===== src/rtl/shift_pipe_if.sv =====
// Request/response bundle for shift_pipe: valid/ready request with operands in,
// valid/ready result out.
interface shift_pipe_if #(
    parameter int XLEN = 32,
    parameter int SHW  = $clog2(XLEN)
);
    logic            in_valid;
    logic            in_ready;
    logic [XLEN-1:0] Rs1;
    logic [SHW-1:0]  Shamt;
    logic            funct3_2;
    logic            funct7_5;
    logic            Rot;
    logic            out_valid;
    logic            out_ready;
    logic [XLEN-1:0] Result;

    modport master (
        output in_valid, Rs1, Shamt, funct3_2, funct7_5, Rot, out_ready,
        input  in_ready, out_valid, Result
    );

    modport slave (
        input  in_valid, Rs1, Shamt, funct3_2, funct7_5, Rot, out_ready,
        output in_ready, out_valid, Result
    );
endinterface


===== src/rtl/shift_pipe.sv =====
// Two-stage SLL/SRL/SRA shifter built on one shared right-shift network (XLEN 32 or 64).
// Define SHIFT_PIPE_ROTATE_EN to add ROL/ROR when Rot=1.
module shift_pipe #(
    parameter int XLEN = 32,
    parameter int SHW  = $clog2(XLEN)
) (
    input logic         CLK,
    input logic         RST,
    input logic         flush,
    shift_pipe_if.slave bus
);
    localparam int LO_LVLS = SHW / 2;
    localparam int HI_LVLS = SHW - LO_LVLS;

    // ---------------- control state ----------------
    logic s1_valid_q, s1_valid_d;
    logic s2_valid_q, s2_valid_d;
    logic s1_advance;
    logic accept;

    // ---------------- input decode ----------------
`ifdef SHIFT_PIPE_ROTATE_EN
    logic in_rot;
    logic s1_rot_q;
    assign in_rot = bus.Rot;
`else
    localparam logic in_rot = 1'b0;
`endif

    logic in_left;
    logic in_fill;
    logic in_zero;

    // Left shifts and ROL are right operations on the bit-reversed operand.
    assign in_left = !bus.funct3_2;
    assign in_zero = !in_rot && bus.funct7_5 && !bus.funct3_2;
    assign in_fill = !in_rot && bus.funct7_5 && bus.funct3_2 && bus.Rs1[XLEN-1];

    logic [XLEN-1:0] rs1_rev;
    assign rs1_rev = {<<{bus.Rs1}};

    // ---------------- stage 1 network: low Shamt bits ----------------
    logic [LO_LVLS:0][XLEN-1:0] lvl1;
    assign lvl1[0] = in_left ? rs1_rev : bus.Rs1;

    for (genvar k = 0; k < LO_LVLS; k++) begin : g_lvl1
        localparam int S = 2 ** k;
        logic [XLEN-1:0] wrap;
`ifdef SHIFT_PIPE_ROTATE_EN
        assign wrap = in_rot ? (lvl1[k] << (XLEN - S))
                             : ({XLEN{in_fill}} << (XLEN - S));
`else
        assign wrap = {XLEN{in_fill}} << (XLEN - S);
`endif
        assign lvl1[k+1] = bus.Shamt[k] ? ((lvl1[k] >> S) | wrap) : lvl1[k];
    end

    // ---------------- stage 1 payload ----------------
    logic [XLEN-1:0]    s1_data_q;
    logic [HI_LVLS-1:0] s1_shamt_hi_q;
    logic               s1_left_q;
    logic               s1_fill_q;
    logic               s1_zero_q;

    // ---------------- stage 2 network: remaining Shamt bits ----------------
    logic [HI_LVLS:0][XLEN-1:0] lvl2;
    assign lvl2[0] = s1_data_q;

    for (genvar j = 0; j < HI_LVLS; j++) begin : g_lvl2
        localparam int S = 2 ** (LO_LVLS + j);
        logic [XLEN-1:0] wrap;
`ifdef SHIFT_PIPE_ROTATE_EN
        assign wrap = s1_rot_q ? (lvl2[j] << (XLEN - S))
                               : ({XLEN{s1_fill_q}} << (XLEN - S));
`else
        assign wrap = {XLEN{s1_fill_q}} << (XLEN - S);
`endif
        assign lvl2[j+1] = s1_shamt_hi_q[j] ? ((lvl2[j] >> S) | wrap) : lvl2[j];
    end

    logic [XLEN-1:0] s2_fwd;
    logic [XLEN-1:0] s2_rev;
    logic [XLEN-1:0] result_q, result_d;

    assign s2_fwd = lvl2[HI_LVLS];
    assign s2_rev = {<<{s2_fwd}};

    // ---------------- handshake ----------------
    assign s1_advance   = s1_valid_q && (!s2_valid_q || bus.out_ready);
    assign bus.in_ready = !RST && !flush && (!s1_valid_q || s1_advance);
    assign accept       = bus.in_valid && bus.in_ready;

    assign bus.out_valid = s2_valid_q;
    assign bus.Result    = result_q;

    always_comb begin
        // NOTE: every variable gets a default before any branch so no path infers a latch.
        s1_valid_d = s1_valid_q;
        s2_valid_d = s2_valid_q;
        result_d   = s2_fwd;

        if (accept) begin
            s1_valid_d = 1'b1;
        end else if (s1_advance) begin
            s1_valid_d = 1'b0;
        end

        if (s1_advance) begin
            s2_valid_d = 1'b1;
        end else if (bus.out_ready) begin
            s2_valid_d = 1'b0;
        end

        if (s1_zero_q) begin
            result_d = '0;
        end else if (s1_left_q) begin
            result_d = s2_rev;
        end
    end

    // Reset outranks flush, and flush outranks any handshake.
    always_ff @(posedge CLK) begin
        // NOTE: non-blocking assignments so every register samples pre-edge values.
        if (RST) begin
            s1_valid_q <= 1'b0;
            s2_valid_q <= 1'b0;
            result_q   <= '0;
        end else begin
            if (flush) begin
                s1_valid_q <= 1'b0;
                s2_valid_q <= 1'b0;
            end else begin
                s1_valid_q <= s1_valid_d;
                s2_valid_q <= s2_valid_d;
            end
            if (s1_advance) begin
                result_q <= result_d;
            end
        end
    end

    // NOTE: payload registers carry no reset; the valid bits alone decide whether they mean anything.
    always_ff @(posedge CLK) begin
        if (accept) begin
            s1_data_q     <= lvl1[LO_LVLS];
            s1_shamt_hi_q <= bus.Shamt[SHW-1:LO_LVLS];
            s1_left_q     <= in_left;
            s1_fill_q     <= in_fill;
            s1_zero_q     <= in_zero;
`ifdef SHIFT_PIPE_ROTATE_EN
            s1_rot_q      <= in_rot;
`endif
        end
    end

endmodule


===== src/flat_wrapper.sv =====
// flat-port wrapper written by rule: the top's interface ports become plain ports
module shift_pipe_flat 
#(
    parameter int XLEN = 32,
    parameter int SHW  = $clog2(XLEN)
)
  (CLK, RST, flush, bus_in_valid, bus_Rs1, bus_Shamt, bus_funct3_2, bus_funct7_5, bus_Rot, bus_out_ready, bus_in_ready, bus_out_valid, bus_Result);
  shift_pipe_if #(.XLEN(XLEN), .SHW(SHW)) bus_i ();
  input logic CLK;
  input logic RST;
  input logic flush;
  input wire logic [$bits(bus_i.in_valid)-1:0] bus_in_valid;
  input wire logic [$bits(bus_i.Rs1)-1:0] bus_Rs1;
  input wire logic [$bits(bus_i.Shamt)-1:0] bus_Shamt;
  input wire logic [$bits(bus_i.funct3_2)-1:0] bus_funct3_2;
  input wire logic [$bits(bus_i.funct7_5)-1:0] bus_funct7_5;
  input wire logic [$bits(bus_i.Rot)-1:0] bus_Rot;
  input wire logic [$bits(bus_i.out_ready)-1:0] bus_out_ready;
  output wire logic [$bits(bus_i.in_ready)-1:0] bus_in_ready;
  output wire logic [$bits(bus_i.out_valid)-1:0] bus_out_valid;
  output wire logic [$bits(bus_i.Result)-1:0] bus_Result;
  assign bus_i.in_valid = bus_in_valid;
  assign bus_i.Rs1 = bus_Rs1;
  assign bus_i.Shamt = bus_Shamt;
  assign bus_i.funct3_2 = bus_funct3_2;
  assign bus_i.funct7_5 = bus_funct7_5;
  assign bus_i.Rot = bus_Rot;
  assign bus_i.out_ready = bus_out_ready;
  assign bus_in_ready = bus_i.in_ready;
  assign bus_out_valid = bus_i.out_valid;
  assign bus_Result = bus_i.Result;
  shift_pipe #(.XLEN(XLEN), .SHW(SHW)) u_core (.CLK(CLK), .RST(RST), .flush(flush), .bus(bus_i));
endmodule

===== config.mk =====
export PLATFORM = sky130hd
export DESIGN_NAME = shift_pipe_flat
export DESIGN_NICKNAME = d
export VERILOG_FILES = /design/src/rtl/shift_pipe_if.sv /design/src/rtl/shift_pipe.sv /design/src/flat_wrapper.sv
export SDC_FILE = /design/constraint.sdc
export NUM_CORES = 1
export LEC_CHECK = 0
export CORE_UTILIZATION = 58
export CTS_BUF_LIST = sky130_fd_sc_hd__clkbuf_8 sky130_fd_sc_hd__clkbuf_16
export CTS_CLUSTER_DIAMETER = 80
export DETAILED_ROUTE_END_ITERATION = 16
export PLACE_DENSITY = 0.84
export SLEW_MARGIN = 20
export SYNTH_ARGS = -nofsm -noshare
export SYNTH_HDL_FRONTEND = slang
export SYNTH_SLANG_ARGS = --single-unit

===== constraint.sdc =====
create_clock -name CLK -period 6.7 [get_ports CLK]
set_clock_uncertainty 0.1 [all_clocks]
set_input_delay 1.34 -clock CLK [delete_from_list [all_inputs] [get_ports CLK]]
set_output_delay 1.34 -clock CLK [all_outputs]
set_load 0.02 [all_outputs]

==> impl_metrics.tcl, run 1 <==
set metrics [dict create \
    status "complete, no violations" \
    dpl.hpwl_um 8210 \
    die_area_um2 8490 \
    vias_per_cell 6.63 \
    cts_tree "built" \
    grt_start_max_net_pins 44 \
    powerDensity_nw_per_um2 194 \
    cts_resized 0 \
    avgSynthCellArea_um2 12.1 \
    gr-total-overflow 0 \
    grt_pass1_vias 3449 \
    final.setup.worst_slack_ps 2200 \
    clkTransAtPathRegs_ps 80 \
    grtUsageTotal_pct 27.4 \
    critPathTopFamily "buffers and inverters" \
    dp_slack_ps 2250 \
    grt_antenna_before_repair 0 \
    ys_ff_latch 72 \
    drt_iter0_markers 225 \
    crit_type "input pin to output port" \
    ant_nets 0 \
    hold_buffers 0 \
    vias 3694 \
    nNetsFinal 495 \
    syn_inst 390 \
    cp_max_fo 11 \
    core_area_um2 7810 \
    yosysWarningCount 0 \
    detail_route.wl_per_cell_um 20.0 \
    synth_edf_count 38 \
    synth_commonest_cells "nand2_1 (45), mux4_2 (42), edfxtp_1 (38)" \
    ir_worst_vdd_v 0.0000934 \
    synth_area_um2 4710 \
    boundaryPins 79 \
    numPlacedInstances 541 \
    cp_slowest_cell "clkdlybuf4s50_1" \
    maxCapViolCount 0 \
    drive_above_1_share_pct 22.4 \
    slew_headroom_pct 43.8 \
    critical_path.cell_chain "clkdlybuf4s50_1 > a211oi_1 > clkdlybuf4s50_1" \
    setup_violations 0 \
    p_leak_nw 1.96 \
    drc 0 \
    die_h_um 92.1 \
    arrival_ps 3060 \
    root_buffer "clkbuf_8" \
    timing.final.crit_share_pct 67.1 \
    clkLatencyLatePin_ps 350 \
    hold_path.class "register to register" \
    synth_top_area_share_pct 24.2 \
    synth.most_common_cell "nand2_1" \
    globalplace.congestion 0.899 \
    required_ps 5260 \
    cts_sinks 72 \
    fmax_mhz 222 \
    grt_pass1_wl_um 17700 \
    die_w_um 92.1 \
    async_flop_share_pct 0 \
    synthFlopType "edfxtp_1" \
    period_minus_slack_ps 4500 \
    slowest_delay_ps 670 \
    instances_no_fill 557 \
    tns_ps 0 \
    end_kind "output port" \
    start_util_pct 60.4 \
    cts_max_level 3 \
    numCtsBuffers 9 \
    yosysTopAreaCell "edfxtp_1" \
    rsz0062_at_grt "no" \
    cp-start-kind "input pin" \
    area_delta_synth_final_pct 20.2 \
    antenna_cells 0 \
    firstDrtPassIters 6 \
    synth.distinct_cells 41 \
    io_buffers 77 \
    seq_area_frac_synth_pct 38.7 \
    clk_path_buf_depth 2 \
    syn_nets 435 \
    rows 32 \
    synth.area.top_cells "edfxtp_1 (24%), mux4_2 (20%), dfxtp_1 (14%)" \
    critPathMostFrequentCell "clkdlybuf4s50_1" \
    cts_setup_buffers 0 \
    hold_viol 0 \
    wirelength_um 11100 \
    finalMaxSlewViolations 0 \
    worstMarginPinSlew_ps 844 \
    path_buf_inv 2 \
]
path summary, 6_finish.rpt:
kind | to | cells past startpoint | slack (ps) | from
max | bus_in_ready | 3 | 2200 | RST
min reg2reg | u_core.bus.Result[14] | 2 | 360 | u_core.bus.Result[14]
min | u_core.bus.Result[14] | 2 | 360 | u_core.bus.Result[14]
max reg2reg | u_core.bus.Result[24] | 3 | 4500 | u_core.s1_shamt_hi_q[2]
where the power goes:
part	internal [mW]	switching, mW	total (mW)
clock network	0.210	0.165	0.375
registers	0.487	0.0185	0.506
logic	0.115	0.102	0.216
flip-flops by register name, summed over array words and instances, names as in the netlist:
name,cells
u_core.bus.out_valid,1
u_core.s1_left_q,1
u_core.s1_valid_q,1
u_core.s1_zero_q,1
u_core.s1_shamt_hi_q,3
u_core.s1_data_q,32
u_core.s1_fill_q,1
u_core.bus.Result,32
per-stage QoR:
step,power (mW),area (µm²),util (%),hold WS [ps]
after global routing,1.13,5670,72.6,394
after detailed placement,0.728,5440,69.7,344
final,1.10,5670,72.6,359
after global placement,0.721,5440,69.7,342
after CTS,1.10,5660,72.5,361
after floorplan,0.657,4710,-,428
cells by family after synthesis:
| kind of cell | after synthesis | share of synthesized area, % |
|---|---|---|
| AOI/OAI and AO/OA | 88 | 13.4 |
| DFF | 72 | 38.7 |
| muxes | 105 | 34.3 |
| and+or+nand+nor | 87 | 8.82 |
| xor gates and xnor gates | 1 | 0.186 |
| buffers and inverters | 37 | 4.65 |
layer usage:
| metal | routed length (µm) | global-route usage, % | vias to the layer above |
|---|---|---|---|
| li1 | - | - | 1680 |
| met4 | 344 | 12.2 | 0 |
| met2 | 5560 | 45.3 | 183 |
| met5 | 0 | 0 | - |
| met1 | 4520 | 34.9 | 1806 |
| met3 | 695 | 5.47 | 25 |
layout by cell type, fill, tap and decap left out, types with 2 or more instances in the layout:
cell type,n
o22ai_1,4
mux4_2,42
mux2_2,30
nor3_1,2
o21ai_0,15
nor2b_1,10
buf_4,5
nand3_1,9
a22oi_1,3
a211o_1,4
bufinv_16,2
edfxtp_1,38
a221oi_1,3
nor2_1,9
o221ai_1,16
a21oi_1,12
clkdlybuf4s50_1,76
mux2i_1,33
nand2b_1,6
nor3_2,2
a211oi_1,4
a21o_1,4
a31oi_1,5
clkinv_2,2
o2bb2ai_1,4
clkbuf_8,9
a32oi_1,2
nor4_2,2
dfxtp_1,34
nand2_1,45
inv_1,3
o2111ai_1,7
area by class of cell:
class / count / area (µm²)
clock inverter: 7 / 95.1
timing repair buffer: 82 / 803
clock buffer: 9 / 124
multi-input combinational: 281 / 2680
inverter: 4 / 15.0
sequential: 72 / 1820
fill: 583 / 2140
tap: 102 / 128
worst register-to-register path: stages (launching register included):
cell	delay [ps]
edfxtp_1	680
inv_2	500
mux4_2	620
o221ai_1	200
Power figures use the tool's default switching activity.
==> inputs of run 2 (changes only) <==
--- a/config.mk
+++ b/config.mk
@@ -5,11 +5,11 @@
 export SDC_FILE = /design/constraint.sdc
 export NUM_CORES = 1
 export LEC_CHECK = 0
-export CORE_UTILIZATION = 58
+export CORE_UTILIZATION = 49
 export CTS_BUF_LIST = sky130_fd_sc_hd__clkbuf_8 sky130_fd_sc_hd__clkbuf_16
 export CTS_CLUSTER_DIAMETER = 80
 export DETAILED_ROUTE_END_ITERATION = 16
-export PLACE_DENSITY = 0.84
+export PLACE_DENSITY = 0.75
 export SLEW_MARGIN = 20
 export SYNTH_ARGS = -nofsm -noshare
 export SYNTH_HDL_FRONTEND = slang
==> constraint.sdc (replaced) <==
create_clock -name CLK -period 3.9 [get_ports CLK]
set_clock_uncertainty 0.1 [all_clocks]
set_input_delay 0.78 -clock CLK [delete_from_list [all_inputs] [get_ports CLK]]
set_output_delay 0.78 -clock CLK [all_outputs]
set_load 0.02 [all_outputs]
==> impl_metrics.tcl, run 2 (synthesis gave the netlist of run 1 again) <==
set metrics [dict create \
    status "complete, no violations" \
    slowest_delay_ps 570 \
    grt_pass1_vias 3361 \
    clkLatencyLatePin_ps 350 \
    final.setup.worst_slack_ps 647 \
    maxCapViolCount 0 \
    boundaryPins 79 \
    root_buffer "clkbuf_8" \
    cts_resized 0 \
    grtUsageTotal_pct 22.3 \
    critPathMostFrequentCell "clkdlybuf4s50_1" \
    ir_worst_vdd_v 0.000172 \
    hold_path.class "register to register" \
    cp_max_fo 7 \
    end_kind "output port" \
    numCtsBuffers 9 \
    tns_ps 0 \
    drive_above_1_share_pct 22.4 \
    period_minus_slack_ps 3250 \
    slew_headroom_pct 41.2 \
    area_delta_synth_final_pct 21.5 \
    final_cell_mix "clkdlybuf4s50_1 (76), nand2_1 (45), mux4_2 (42)" \
    powerDensity_nw_per_um2 336 \
    globalplace.congestion 0.866 \
    antenna_cells 0 \
    crit_type "input pin to output port" \
    nNetsFinal 496 \
    hold_buffers 0 \
    die_h_um 100 \
    cts_setup_buffers 0 \
    min-delay-start "u_core.bus.Result[14]" \
    clk_path_buf_depth 2 \
    firstDrtPassIters 5 \
    io_buffers 77 \
    arrival_ps 2370 \
    grt_start_max_net_pins 44 \
    setup_violations 0 \
    dp_slack_ps 656 \
    crit_start "bus_out_ready" \
    finalMaxSlewViolations 0 \
    start_util_pct 50.8 \
    vias_per_cell 6.15 \
    critical_path.cell_chain "clkdlybuf4s50_1 > nor2b_1 > a211oi_1 > clkdlybuf4s50_1" \
    worstMarginPinSlew_ps 883 \
    detail_route.wl_per_cell_um 18.3 \
    rsz0062_at_grt "no" \
    p_total_mw 1.92 \
    grt_pass1_wl_um 17100 \
    clkTransAtPathRegs_ps 70 \
    final_common_cell "clkdlybuf4s50_1" \
    grt_antenna_before_repair 0 \
    die_area_um2 10000 \
    cp-start-kind "input pin" \
    wirelength_um 10700 \
    drc 0 \
    hold_viol 0 \
    fmax_mhz 307 \
    ant_nets 0 \
    gr-total-overflow 0 \
    cts_tree "built" \
    cts_max_level 3 \
    timing.final.crit_share_pct 83.4 \
    r2r_start "u_core.s1_shamt_hi_q[0]" \
    dpl.hpwl_um 8100 \
    whs_ps 365 \
    core_area_um2 9280 \
    final_util_pct 61.6 \
    p_leak_nw 1.98 \
    cp_slowest_cell "clkdlybuf4s50_1" \
    rows 35 \
    vias 3597 \
    die_w_um 100 \
    required_ps 3020 \
    cts_sinks 72 \
    drt_iter0_markers 220 \
]
==> run 2: cell count changes in the layout (fill, tap and decap cells not counted) <==
cell       change
clkinv_4       -1
inv_1          +1
inv_6          -1
bufinv_16      +1
buf_4          +1
==> run 2: worst paths after layout <==
check                               end  slack [ps]  cells after the start
hold reg to reg   u_core.bus.Result[14]         370                      2
setup reg to reg  u_core.bus.Result[10]        1480                      4
hold / removal    u_core.bus.Result[14]         370                      2
setup / recovery           bus_in_ready         650                      4
==> run 2: routing by layer <==
metal	routed length, µm	GRT usage (%)	part of all wire (%)	vias up
met5	0	0	0	-
met4	300	10.1	2.8	0
met3	600	3.62	5.6	22
met2	5070	36.8	47	127
met1	4730	29.3	44	1761
li1	-	-	-	1687
==> run 2: final cells by class <==
type / instances / area, µm²
Inverter: 4 / 15.0
Clock buffer: 9 / 124
Multi-Input combinational cell: 281 / 2680
Timing Repair Buffer: 83 / 811
Tap cell: 129 / 161
Fill cell: 771 / 3560
Sequential cell: 72 / 1820
Clock inverter: 7 / 111
==> run 2: stage by stage <==
step                std cells  area, µm²
floorplan                 390       4710
global placement          569       5480
detailed placement        569       5480
CTS                       585       5720
global route              585       5720
finish                    585       5720
==> run 2: critical path: cells and delay by family <==
family / cells / cell delay [ps]
AO/OA/AOI/OAI: 1 / 170
buffers and inverters: 2 / 980
AND/OR/NAND/NOR: 1 / 440
==> run 2: report_power, final <==
part / total (mW) / leakage (nW) / internal [mW] / switching (mW)
clock network: 0.689 / 0.120 / 0.420 / 0.269
registers: 0.870 / 0.620 / 0.837 / 0.0328
logic: 0.365 / 1.24 / 0.197 / 0.168
==> variant, RTL diff (config.mk and constraints of run 2) <==
`XLEN` is set to 32 in 3 places; all go to 64. Comments in the files are not updated.
--- a/src/rtl/shift_pipe_if.sv
+++ b/src/rtl/shift_pipe_if.sv
@@ -1,7 +1,7 @@
 // Request/response bundle for shift_pipe: valid/ready request with operands in,
 // valid/ready result out.
 interface shift_pipe_if #(
-    parameter int XLEN = 32,
+    parameter int XLEN = 64,
     parameter int SHW  = $clog2(XLEN)
 );
     logic            in_valid;
--- a/src/rtl/shift_pipe.sv
+++ b/src/rtl/shift_pipe.sv
@@ -1,7 +1,7 @@
 // Two-stage SLL/SRL/SRA shifter built on one shared right-shift network (XLEN 32 or 64).
 // Define SHIFT_PIPE_ROTATE_EN to add ROL/ROR when Rot=1.
 module shift_pipe #(
-    parameter int XLEN = 32,
+    parameter int XLEN = 64,
     parameter int SHW  = $clog2(XLEN)
 ) (
     input logic         CLK,
--- a/src/flat_wrapper.sv
+++ b/src/flat_wrapper.sv
@@ -1,7 +1,7 @@
 // flat-port wrapper written by rule: the top's interface ports become plain ports
 module shift_pipe_flat 
 #(
-    parameter int XLEN = 32,
+    parameter int XLEN = 64,
     parameter int SHW  = $clog2(XLEN)
 )
   (CLK, RST, flush, bus_in_valid, bus_Rs1, bus_Shamt, bus_funct3_2, bus_funct7_5, bus_Rot, bus_out_ready, bus_in_ready, bus_out_valid, bus_Result);
Ports: changed (resized bus_Result, bus_Rs1 and bus_Shamt); port bits go from 79 to 144. The function was not compared with the original's and may differ.
==> variant against run 2 <==
- sequential share of layout area is 3.2 points lower
- synthesized cell count is 92% higher
- clock power is 140% higher
- combinational power grew to 2.6 times the old value
- area after synthesis rose by 110%
- power is 120% higher
- worst setup slack improved by 0.12 ns
- sequential cell count is 64 higher
- final area rose by 110%
- wire length grew to 2.5 times the old value
- critical path type unchanged
- largest power group unchanged
- highest routed layer unchanged
==> variant: results (changes against run 2) <==
| Metric | Value |
|---|---|
| Max incr delay on CP | `0.66 ns (+0.09 ns)` |
| DR WL met3 | `2011 microns (+240%)` |
| Fill count | `1533 (+99%)` |
| Peak VDD IR | `0.3080 mV (+79%)` |
| Number of detailed-route iterations in the first pass | `6 (+1)` |
| R2r worst-path depth | `5 (+1)` |
| Initial antenna violation count | `0 (unchanged)` |
| Iter 0 DRT Violations | `868 (+290%)` |
| Nets | `928 (+87%)` |
| Number of H-tree levels | `4 (+1)` |
| Clock Buffer Count | `17 (+8)` |
| Seq area share | `28.61% (-3.2 points)` |
| Power Density | `356.6 nW/um^2 (+6.1%)` |
| Crit path arrival time | `2.26 ns (-0.11 ns)` |
| Clock buf/inv share | `5.082% (+0.97 points)` |
| Max Fanout on Critical Path | `3 (-4)` |
| P_leak | `4.180 nW (+110%)` |
| Non-clock buffers | `164 (+98%)` |
| First-pass GRT wire length | `41430 microns (+140%)` |
| GR Layer Usage met2 | `42.26% (+5.5 points)` |
| Cell family with most CP delay | `buffers and inverters` |
| Worst-Margin Slew | `1.028 ns (+0.1450 ns)` |
| Post-DP HPWL | `20110 microns (+150%)` |
| Vias per Instance | `6.783 (+10%)` |
| Max-slew violations | `0 (unchanged)` |
| Skew-Pair Late Insertion Delay | `0.43 ns (+0.08 ns)` |
| Largest net degree at the start of global routing | `65 (+48%)` |
| Metal2 WL | `12510 microns (+150%)` |
| GPL Wtd Cong | `0.9725 (+12%)` |
| Area Growth Syn to Fin | `21.53% (about the same)` |
| Yosys cell types | `46 (+12%)` |
| Syn Nets | `827 (+90%)` |
| Post-synthesis sequential area ratio | `34.76% (-3.9 points)` |
| Number of global-route vias before repair | `7019 (+110%)` |
| Number of synthesized flops with an enable pin | `70 (+84%)` |
| Seq cells | `136 (+89%)` |
| Count of buffers from port buffering | `142 (+84%)` |
| CTS root buf | `clkbuf_16` |
| Synth area leaders | `mux4_2, edfxtp_1, dfxtp_1` |
| DP Area | `11360 sq um (+110%)` |
| Multi-input comb cells | `527 (+88%)` |
| Area of the multi-input gates | `5942 sq um (+120%)` |
| Status | `completed` |
| Drt wl/cell | `23.76 microns (+30%)` |
| Synth cell count leaders | `mux4_2, mux2i_1, edfxtp_1` |
| Overall Global Routing Usage | `27.09% (+4.7 points)` |
| Met1 WL | `11280 microns (+140%)` |
==> variant: cell count changes after synthesis, moves of 8 or more <==
cell / run 2 / this run
a22o_1: 0 / 35
o21ai_0: 15 / 42
nand2_1: 45 / 60
a32o_1: 0 / 13
edfxtp_1: 38 / 70
mux2_2: 30 / 19
dfxtp_1: 34 / 66
clkbuf_1: 14 / 35
buf_2: 9 / 22
mux2i_1: 33 / 82
buf_6: 5 / 13
mux4_2: 42 / 137
a21oi_1: 12 / 45
nor2b_1: 10 / 2
==> variant: worst min-delay path: cells and delay by family (launching register included) <==
kind / cells / cell delay, ns
simple gates: 1 / 0.05
compound gates: 1 / 0.05
flops: 1 / 0.31
==> variant: path summary, 6_finish.rpt <==
kind	from	endpoint	slack (ns)
worst min register to register	u_core.bus.Result[16]	u_core.bus.Result[16]	0.35
worst min-delay path	u_core.bus.Result[16]	u_core.bus.Result[16]	0.35
worst max-delay path	bus_out_ready	bus_in_ready	0.76
worst max register to register	u_core.s1_shamt_hi_q[1]	u_core.bus.Result[25]	1.16
==> variant: logic make-up after synthesis <==
family	after synthesis	synth area share (%)
compound gates	196	14.10
xor+xnor	1	0.08896
buf+inv	86	5.019
flops	136	34.76
mux	239	42.11
simple gates	91	3.914
==> variant: per-stage QoR <==
| stage | cells | hold slack (ns) | setup WS, ns |
|---|---|---|---|
| finish | 1127 | 0.3491 | 0.7631 |
| global route | 1127 | 0.3744 | 0.6544 |
| CTS | 1127 | 0.3507 | 0.7596 |
| detailed placement | 1096 | 0.3419 | 0.7689 |
| global placement | 1096 | 0.3395 | 0.7575 |
| floorplan | 749 | 0.4116 | 0.1562 |
==> variant: power by group <==
part           internal [mW]  total, mW  switching [mW]
clock                   1.06       1.66           0.605
combinational          0.489      0.948           0.459
sequential              1.59       1.66          0.0685
